### src/rtl/bus_arbiter_pkg.sv
// rtl/bus_arbiter_pkg.sv - shared types and constants for the bus arbiter
package arb_pkg;

    typedef enum logic [1:0] {
        IDLE  = 2'd0,
        GRANT = 2'd1,
        TURN  = 2'd2
    } arb_state_t;

    localparam int CPU_ID  = 0;
    localparam int OWNER_W = 3;

endpackage

### src/rtl/bus_arbiter_if.sv
// rtl/bus_arbiter_if.sv - request/grant bundle between masters and the arbiter
interface bus_arbiter_if import arb_pkg::*; #(
    parameter int NREQ = 4
);
    logic [NREQ-1:0]    req;
    logic [NREQ-1:0]    lock;
    logic [NREQ-1:0]    gnt;
    logic [OWNER_W-1:0] owner;
    logic               busy;
    logic               bus_oe;
    logic               preempt;

    modport master (
        output req, lock,
        input  gnt, owner, busy, bus_oe, preempt
    );

    modport slave (
        input  req, lock,
        output gnt, owner, busy, bus_oe, preempt
    );
endinterface

### src/rtl/bus_arbiter_rr_picker.sv
// rtl/bus_arbiter_rr_picker.sv - combinational round-robin winner selection
module rr_picker import arb_pkg::*; #(
    parameter int NREQ = 4
) (
    input  logic [NREQ-1:0]    req,
    input  logic [OWNER_W-1:0] last,
    input  logic               cpu_prio,
    output logic [NREQ-1:0]    win_oh,
    output logic [OWNER_W-1:0] win_idx,
    output logic               valid
);

    // CPU override first; otherwise scan indices above last, then wrap to 0..last
    always_comb begin
        win_oh  = '0;
        win_idx = '0;
        valid   = 1'b0;
        if (cpu_prio && req[CPU_ID]) begin
            win_oh[CPU_ID] = 1'b1;
            win_idx        = OWNER_W'(CPU_ID);
            valid          = 1'b1;
        end else begin
            for (int j = 0; j < NREQ; j++) begin
                if (!valid && req[j] && (OWNER_W'(j) > last)) begin
                    win_oh[j] = 1'b1;
                    win_idx   = OWNER_W'(j);
                    valid     = 1'b1;
                end
            end
            for (int j = 0; j < NREQ; j++) begin
                if (!valid && req[j] && (OWNER_W'(j) <= last)) begin
                    win_oh[j] = 1'b1;
                    win_idx   = OWNER_W'(j);
                    valid     = 1'b1;
                end
            end
        end
    end

endmodule

### src/rtl/bus_arbiter.sv
// rtl/bus_arbiter.sv - shared address/data bus arbiter with hold limit and turnaround
module bus_arbiter import arb_pkg::*; #(
    parameter int NREQ     = 4,
    parameter int MAX_HOLD = 16,
    parameter int CPU_PRIO = 1
) (
    input  logic          clk,
    input  logic          reset,
    bus_arbiter_if.slave  bus
);

    localparam int HOLD_W = $clog2(MAX_HOLD);
    localparam logic [HOLD_W-1:0] HOLD_MAX = HOLD_W'(MAX_HOLD - 1);

    arb_state_t         state_q, state_d;
    logic [NREQ-1:0]    gnt_q, gnt_d;
    logic [OWNER_W-1:0] owner_q, owner_d;
    logic [OWNER_W-1:0] last_q, last_d;
    logic [HOLD_W-1:0]  hold_q, hold_d;
    logic               busy_q, busy_d;
    logic               oe_q, oe_d;
    logic               preempt_q, preempt_d;

    logic [NREQ-1:0]    win_oh;
    logic [OWNER_W-1:0] win_idx;
    logic               win_valid;
    logic               owner_req;
    logic               owner_lock;
    logic               others_req;

    rr_picker #(.NREQ(NREQ)) u_picker (
        .req      (bus.req),
        .last     (last_q),
        .cpu_prio (CPU_PRIO != 0),
        .win_oh   (win_oh),
        .win_idx  (win_idx),
        .valid    (win_valid)
    );

    // gnt_q is one-hot, so masking with it selects the owner's req/lock bit
    assign owner_req  = |(bus.req & gnt_q);
    assign owner_lock = |(bus.lock & gnt_q);
    assign others_req = |(bus.req & ~gnt_q);

    // Next-state: grant from IDLE/TURN, release or preempt from GRANT
    always_comb begin
        state_d   = state_q;
        gnt_d     = gnt_q;
        owner_d   = owner_q;
        last_d    = last_q;
        hold_d    = hold_q;
        busy_d    = busy_q;
        oe_d      = oe_q;
        preempt_d = 1'b0;
        case (state_q)
            IDLE, TURN: begin
                if (win_valid) begin
                    gnt_d   = win_oh;
                    owner_d = win_idx;
                    last_d  = win_idx;
                    hold_d  = '0;
                    busy_d  = 1'b1;
                    oe_d    = 1'b1;
                    state_d = GRANT;
                end else begin
                    gnt_d   = '0;
                    busy_d  = 1'b0;
                    oe_d    = 1'b0;
                    state_d = IDLE;
                end
            end
            GRANT: begin
                if (!owner_req) begin
                    gnt_d   = '0;
                    busy_d  = 1'b0;
                    oe_d    = 1'b0;
                    state_d = TURN;
                end else if ((hold_q == HOLD_MAX) && !owner_lock && others_req) begin
                    gnt_d     = '0;
                    busy_d    = 1'b0;
                    oe_d      = 1'b0;
                    preempt_d = 1'b1;
                    state_d   = TURN;
                end else if (hold_q != HOLD_MAX) begin
                    hold_d = hold_q + 1'b1;
                end
            end
            default: begin
                gnt_d   = '0;
                busy_d  = 1'b0;
                oe_d    = 1'b0;
                state_d = IDLE;
            end
        endcase
    end

    // State and output registers; reset drops the grant immediately
    always_ff @(posedge clk) begin
        if (!reset) begin
            state_q   <= IDLE;
            gnt_q     <= '0;
            owner_q   <= '0;
            last_q    <= OWNER_W'(NREQ - 1);
            hold_q    <= '0;
            busy_q    <= 1'b0;
            oe_q      <= 1'b0;
            preempt_q <= 1'b0;
        end else begin
            state_q   <= state_d;
            gnt_q     <= gnt_d;
            owner_q   <= owner_d;
            last_q    <= last_d;
            hold_q    <= hold_d;
            busy_q    <= busy_d;
            oe_q      <= oe_d;
            preempt_q <= preempt_d;
        end
    end

    assign bus.gnt     = gnt_q;
    assign bus.owner   = owner_q;
    assign bus.busy    = busy_q;
    assign bus.bus_oe  = oe_q;
    assign bus.preempt = preempt_q;

endmodule

### src/flat_wrapper.sv
// flat-port wrapper written by rule: the top's interface ports become plain ports
module bus_arbiter_flat import arb_pkg::*;
#(
    parameter int NREQ     = 4,
    parameter int MAX_HOLD = 16,
    parameter int CPU_PRIO = 1
)
  (clk, reset, bus_req, bus_lock, bus_gnt, bus_owner, bus_busy, bus_bus_oe, bus_preempt);
  bus_arbiter_if #(.NREQ(NREQ)) bus_i ();
  input  logic clk;
  input  logic reset;
  input wire logic [$bits(bus_i.req)-1:0] bus_req;
  input wire logic [$bits(bus_i.lock)-1:0] bus_lock;
  output wire logic [$bits(bus_i.gnt)-1:0] bus_gnt;
  output wire logic [$bits(bus_i.owner)-1:0] bus_owner;
  output wire logic [$bits(bus_i.busy)-1:0] bus_busy;
  output wire logic [$bits(bus_i.bus_oe)-1:0] bus_bus_oe;
  output wire logic [$bits(bus_i.preempt)-1:0] bus_preempt;
  assign bus_i.req = bus_req;
  assign bus_i.lock = bus_lock;
  assign bus_gnt = bus_i.gnt;
  assign bus_owner = bus_i.owner;
  assign bus_busy = bus_i.busy;
  assign bus_bus_oe = bus_i.bus_oe;
  assign bus_preempt = bus_i.preempt;
  bus_arbiter #(.NREQ(NREQ), .MAX_HOLD(MAX_HOLD), .CPU_PRIO(CPU_PRIO)) u_core (.clk(clk), .reset(reset), .bus(bus_i));
endmodule
### config.mk
export PLATFORM = sky130hd
export DESIGN_NAME = bus_arbiter_flat
export DESIGN_NICKNAME = d
export VERILOG_FILES = /design/src/rtl/bus_arbiter_pkg.sv /design/src/rtl/bus_arbiter_if.sv /design/src/rtl/bus_arbiter_rr_picker.sv /design/src/rtl/bus_arbiter.sv /design/src/flat_wrapper.sv
export SDC_FILE = /design/constraint.sdc
export NUM_CORES = 1
export LEC_CHECK = 0
export ABC_AREA = 1
export CORE_ASPECT_RATIO = 0.9
export CORE_MARGIN = 4
export CORE_UTILIZATION = 52
export CTS_BUF_LIST = sky130_fd_sc_hd__clkbuf_2
export DETAILED_ROUTE_END_ITERATION = 10
export GPL_ROUTABILITY_DRIVEN = 0
export PLACE_DENSITY = 0.81
export SKIP_LAST_GASP = 1
export SYNTH_ARGS = -nofsm -noshare
export SYNTH_HDL_FRONTEND = slang
export SYNTH_SLANG_ARGS = --single-unit
export TNS_END_PERCENT = 100
### constraint.sdc
create_clock -name clk -period 1.75 [get_ports clk]
set_input_delay 0.35 -clock clk [delete_from_list [all_inputs] [get_ports clk]]
set_output_delay 0.35 -clock clk [all_outputs]
set_load 0.05 [all_outputs]
# Yosys cells after proc, flatten, opt, wreduce, memory -nomap -nowiden
# Cells that the tools add are included.
[op_classes]
mux = 51
bitwise_logic = 4
magnitude_cmp = 8
n_addsub = 1
eq_ne = 9
reduce_logical = 34
[ops]
columns = ["op", "count"]
rows = [
  ["$mux 1", 30],
  ["$mux 4", 7],
  ["$mux 3", 8],
  ["$logic_and 1x1->1", 17],
  ["$pmux 4 s2", 2],
  ["$and 4x4->4", 3],
  ["$reduce_or 4->1", 3],
  ["$logic_not 1->1", 8],
  ["$gt 1x3->1 const A", 2],
  ["$gt 2x3->1 const A", 2],
  ["$le 1x3->1 const A", 2],
  ["$le 2x3->1 const A", 2],
  ["$reduce_and 5->1", 1],
  ["$add 4x1->4 const B", 1],
  ["$eq 4x4->1 const B", 1],
  ["$mux 2", 2],
  ["$ne 2x1->1 const B", 2],
  ["$ne 2x2->1 const B", 2],
  ["$ne 4x4->1 const B", 1],
  ["$not 4->4", 1],
  ["$pmux 2 s2", 1],
  ["$ne 3x3->1 const B", 1],
  ["$reduce_and 3->1", 1],
  ["$eq 2x1->1 const B", 1],
  ["other kinds (6)", 6],
]
[totals]
ff_bits = 18

# Depth between registers and ports, before layout
[logic_depth]
word_depth = 41
depth_mapped = 11
mapped_depth_nobuf = 11

# Modules after synthesis
# Synthesis repeated with hierarchy kept, for this count alone.
[hier_totals]
hier_cells = 151
area_unflattened_um2 = 1009.7
[by_module_without_submodules]
columns = ["mod", "instances", "area_each_um2", "cells_per_inst"]
rows = [
  ["bus_arbiter", 1, 800.8, 109],
  ["rr_picker", 1, 209.0, 42],
]

# Worst setup path after synthesis
# No wires, ideal clock.
[synth_path]
path_kind = "register to register"
startpoint = "register u_core.gnt_q[1], in the netlist u_core.bus.gnt[1]"
endpoint = "register u_core.gnt_q[3], in the netlist u_core.bus.gnt[3]"
stages_incl_launch_ff = 11
arrival_time_ns = 1.506
t_required_ns = 1.679
path_slack_ns = 0.173
synth_period_minus_slack_ns = 1.577
n_path_buf = 0
setup_time_ns = 0.071
cell_sequence = "dfxtp_1 inv_1 nand2_1 o21ai_0 inv_1 nand2_1 nand2_1 nand3_1 inv_2 nand2_1 a21oi_1"
[synth_via]
elab_chain_cells = 6
word_cells_on_any_way = 13
classes_between = "1 x eq/ne; 2 x mux; 4 x bitwise; 6 x reduce/logical"
[synth_rtl]
columns = ["item", "line_no", "source"]
rows = [
  ["start, declared", "bus_arbiter.sv:16", "logic [NREQ-1:0] gnt_q, gnt_d;"],
  ["start signal, assigned", "bus_arbiter.sv:110", "gnt_q <= gnt_d;"],
  ["$and 4x4->4", "bus_arbiter.sv:42", "assign owner_lock = |(bus.lock & gnt_q);"],
  ["$reduce_or 4->1", "bus_arbiter.sv:42", ""],
  ["$logic_not 1->1", "bus_arbiter.sv:78", "end else if ((hold_q == HOLD_MAX) && !owner_lock && others_req) begin"],
  ["$logic_and 1x1->1 (2 in series)", "bus_arbiter.sv:78", ""],
  ["$ne 3x3->1 (no line)", "-", ""],
]
# Parallel ways exist; a longest one is shown, timed or not.
# A chain may end at the register's enable or synchronous reset.

# Final worst setup path
[layout_path]
startpoint = "input bus_req[1]"
endpoint = "register u_core.owner_q[1], in the netlist u_core.bus.owner[1]"
[layout_via]
elab_chain_cells = 35
word_cells_on_any_way = 42
classes_between = "21 x mux; 21 x reduce/logical"
[layout_rtl]
columns = ["item", "line_no", "source"]
rows = [
  ["start, declared", "flat_wrapper.sv:12", "input wire logic [$bits(bus_i.req)-1:0] bus_req;"],
  ["$logic_and 1x1->1 (2 in series)", "bus_arbiter_rr_picker.sv:24", "if (!valid && req[j] && (OWNER_W'(j) > last)) begin"],
  ["$mux 1", "bus_arbiter_rr_picker.sv:24", ""],
  ["$mux 1", "bus_arbiter_rr_picker.sv:18", "if (cpu_prio && req[CPU_ID]) begin"],
  ["$logic_not 1->1", "bus_arbiter_rr_picker.sv:24", ""],
  ["$logic_and 1x1->1 (2 in series)", "bus_arbiter_rr_picker.sv:24", ""],
  ["$mux 1", "bus_arbiter_rr_picker.sv:24", ""],
  ["$mux 1", "bus_arbiter_rr_picker.sv:18", ""],
  ["$logic_not 1->1", "bus_arbiter_rr_picker.sv:24", ""],
  ["(+15 left out)", "-", ""],
  ["$logic_and 1x1->1 (2 in series)", "bus_arbiter_rr_picker.sv:31", "if (!valid && req[j] && (OWNER_W'(j) <= last)) begin"],
  ["$mux 1", "bus_arbiter_rr_picker.sv:31", ""],
  ["$mux 1", "bus_arbiter_rr_picker.sv:18", ""],
  ["$logic_not 1->1", "bus_arbiter_rr_picker.sv:31", ""],
  ["$logic_and 1x1->1 (2 in series)", "bus_arbiter_rr_picker.sv:31", ""],
  ["$mux 1", "bus_arbiter_rr_picker.sv:31", ""],
  ["$mux 1", "bus_arbiter_rr_picker.sv:18", ""],
  ["$reduce_and 2->1 (no line)", "-", ""],
  ["end signal, assigned", "bus_arbiter.sv:111", "owner_q <= owner_d;"],
  ["end, declared", "bus_arbiter.sv:17", "logic [OWNER_W-1:0] owner_q, owner_d;"],
]
# Parallel ways exist; a longest one is shown, timed or not. The select of a mux whose other input is x is not followed.

==> impl_metrics.toml <==
[cts]
clock_edge_transition_at_the_registers_on_the_reported_setup_and_hold_paths_ns = 0.14
cts_hold_buf = 0
post_cts.repair.setup_buffers = 0
post_cts_resized = 0
clock_insertion_delay_worst_skew_ns = 0.27
cts_htree_levels = 1
clock_sinks = 16
ctsRootBufferMaster = "sky130_fd_sc_hd__clkbuf_2"
cts_buffer_depth = 2
numCtsBuffers = 3
tritoncts_clock_tree = "built"

[logic_synthesis]
flip_flop_and_latch_count_after_synthesis = 16
synth.avg_cell_area_um2 = 6.60
yosysSeqAreaShare_pct = 33.5
synth.top_cell.area_share_pct = 33.5
post_synth_num_cell_types = 23
synthesis.nets = 156
post_synth_top_area_cell = "sky130_fd_sc_hd__dfxtp_1"
synthTopCellsByArea = "sky130_fd_sc_hd__dfxtp_1 (33%), sky130_fd_sc_hd__nand2_1 (14%), sky130_fd_sc_hd__nor2_1 (7.8%), sky130_fd_sc_hd__inv_1 (7.1%), sky130_fd_sc_hd__a21oi_1 (6.8%)"
netlist_area_um2 = 957
yosysWarnings = 0
postSynthCellCount = 145

[placement]
post-place-cells = 192
numPortBuffers = 18
post-dp-hpwl_mm = 1.80

[sta]
clock-skew-final_ns = 0.00174
rsz0062_at_grt = "no"
highest_clock_rate_mhz = 621
maxSlewViolCount = 0
period_share_pct = 92.0
final-setup-viol-count = 0
fin_crit_ns = 1.61
hold_slack_ns = 0.505
final_hold_viol_count = 0

[detailed_routing]
via_per_inst = 4.99
drt-wirelength-per-cell_um = 11.5
firstDrtPassIters = 4
routed-via-count = 973
ant_nets = 0
drcViolationCount = 0
postRouteWirelength_mm = 2.24
drt_iter0_drc = 24

[setup_path]
regToRegSetupSlack_ns = 0.25
timing.rr.start = "u_core.hold_q[1]"
worst_setup_path_start_kind = "primary input"
critical_path_peak_fanout = 12
worst_path_largest_cell_delay_ns = 0.50
worst-endpoint-arrival_ns = 1.83
timing.critical_path.required_ns = 1.97
crit_path_top_cell_by_count = "sky130_fd_sc_hd__nor2_1"
cp-end-kind = "flip-flop"
path_cells = "clkdlybuf4s50_1, nand2_2, nand2_2, nor2_4, nand4_4, nand2_4, inv_1, nor2_1, nor2_1, nor2_1"
crit_family = "simple AND/OR/NAND/NOR gates"
worst_r2r_path_depth = 8
worst_r2r_endpoint = "u_core.bus.gnt[2]"
worst_path_max_delay_cell = "sky130_fd_sc_hd__clkdlybuf4s50_1"
critical_path_class = "in -> reg"
crit_buf_inv = 2

[finish]
mostFrequentLayoutCell = "sky130_fd_sc_hd__nand2_1"
num_antenna_cells = 0
area_delta_synth_final_pct = 25.4
post_layout_nonfiller_instances = 195
utilization_pct = 69.9
layout-drive-gt1-share_pct = 19.3
nNetsFinal = 184
final_cell_mix = "sky130_fd_sc_hd__nand2_1 (36), sky130_fd_sc_hd__nor2_1 (20), sky130_fd_sc_hd__inv_1 (18), sky130_fd_sc_hd__buf_4 (18), sky130_fd_sc_hd__dfxtp_1 (15)"

[die]
floorplan.die.width_um = 53.2
fp-row-count = 14
placeableCoreArea_um2 = 1720
floorplan.initialDensity_pct = 55.8
io_pins = 20
die_ht_um = 48.7
die_area_um2 = 2590

[run]
timing.max_cap.violations = 0

[global_routing]
overflow = 0
first_global_vias = 971
first_pass_grt_wire_length_mm = 3.91
track_usage_pct = 19.8
grt_start_max_net_pins = 13
antenna_found_initial = 0

[power_and_ir_drop]
ir_drop_v = 0.000630
p_per_area_nw_per_um2 = 699
p_leak_nw = 0.571

[worst_hold_path]
hold_path.class = "reg -> reg"
worst_hold_path.endpoint = "u_core.bus.busy"
hold_path.startpoint = "u_core.bus.busy"
min_delay_path_depth = 2

[run_status]
result_of_the_run = "complete, no violations"
[where the power goes]
part | internal (mW) | total, mW | leakage (nW) | switching [mW]
combinational | 0.103 | 0.268 | 0.426 | 0.166
clock | 0.0468 | 0.151 | 0.0125 | 0.104
sequential | 0.393 | 0.419 | 0.132 | 0.0267
[metal layers]
metal,vias to the layer above,track usage (%),share of wire [%]
met1,440,24.4,47
met4,0,1.28,0.22
met3,2,7.06,4.6
met2,20,33.9,48
li1,511,-,-
met5,-,0,0
[synth_stat cells]
cell type                   n
sky130_fd_sc_hd__nand2_2    4
sky130_fd_sc_hd__buf_4      2
sky130_fd_sc_hd__o21ai_0    7
sky130_fd_sc_hd__nand2_1   36
sky130_fd_sc_hd__a21oi_1   13
sky130_fd_sc_hd__nand3_1    9
sky130_fd_sc_hd__nand2_4    1
sky130_fd_sc_hd__buf_8      1
sky130_fd_sc_hd__nor3_1     2
sky130_fd_sc_hd__ha_1       1
sky130_fd_sc_hd__clkbuf_1   1
sky130_fd_sc_hd__nand4_1    2
sky130_fd_sc_hd__nor2_4     1
sky130_fd_sc_hd__dfxtp_1   16
sky130_fd_sc_hd__xor2_1     1
sky130_fd_sc_hd__o21a_1     1
sky130_fd_sc_hd__conb_1     1
sky130_fd_sc_hd__nor2_1    20
sky130_fd_sc_hd__nand4_4    2
sky130_fd_sc_hd__inv_1     18
sky130_fd_sc_hd__nand3b_1   3
sky130_fd_sc_hd__inv_2      2
sky130_fd_sc_hd__o21ai_1    1
[through the flow]
step                worst slack (ns)  instance area (um2)  total power [mW]  TNS, ns
floorplan                      0.173                  957             0.612        0
global placement             -0.0983                 1180             0.687   -0.618
detailed placement            -0.140                 1180             0.694    -1.12
CTS                            0.165                 1190             0.848        0
global route                  0.0346                 1200             0.905        0
finish                         0.140                 1200             0.839        0
[worst min-delay path: cells and delay by family, from the launching register on]
family           cells  cell delay, ns
AO/OA/AOI/OAI        1            0.05
flip-flops           1            0.35
AND/OR/NAND/NOR      1            0.07
[logic make-up after synthesis]
group,Yosys count,synth area share [%]
xor+xnor,1,0.915
fa+ha+maj,1,1.31
flops,16,33.5
compound gates,22,11.8
buf+inv,24,11.4
other cells,1,0.392
simple gates,80,40.8
[flip-flops by register name, summed over array words and instances (netlist names)]
| name | count |
|---|---|
| u_core.bus.gnt | 4 |
| u_core.hold_q | 4 |
| u_core.state_q | 2 |
| u_core.bus.preempt | 1 |
| u_core.bus.busy | 1 |
| u_core.bus.owner | 2 |
| u_core.last_q | 2 |
[how the worst max path moves through the flow]
stage                                 start  depth (start not counted)                   to
after floorplan           u_core.bus.gnt[1]                         10    u_core.bus.gnt[3]
after global placement           bus_req[1]                         10  u_core.bus.owner[1]
after detailed placement         bus_req[1]                         10  u_core.bus.owner[1]
after CTS                        bus_req[1]                         10  u_core.bus.owner[1]
after global routing       u_core.hold_q[0]                          7    u_core.state_q[1]
final                            bus_req[1]                         10  u_core.bus.owner[1]
[layout make-up]
class                   instances  area, um2
multi-input cells             105        533
fillers                       157        517
flip-flops and latches         16        322
repair buffers                 27        225
inverters                      20       75.1
well taps                      24       30.0
clock buffers                   3       15.0
Power figures use the tool's default switching activity.
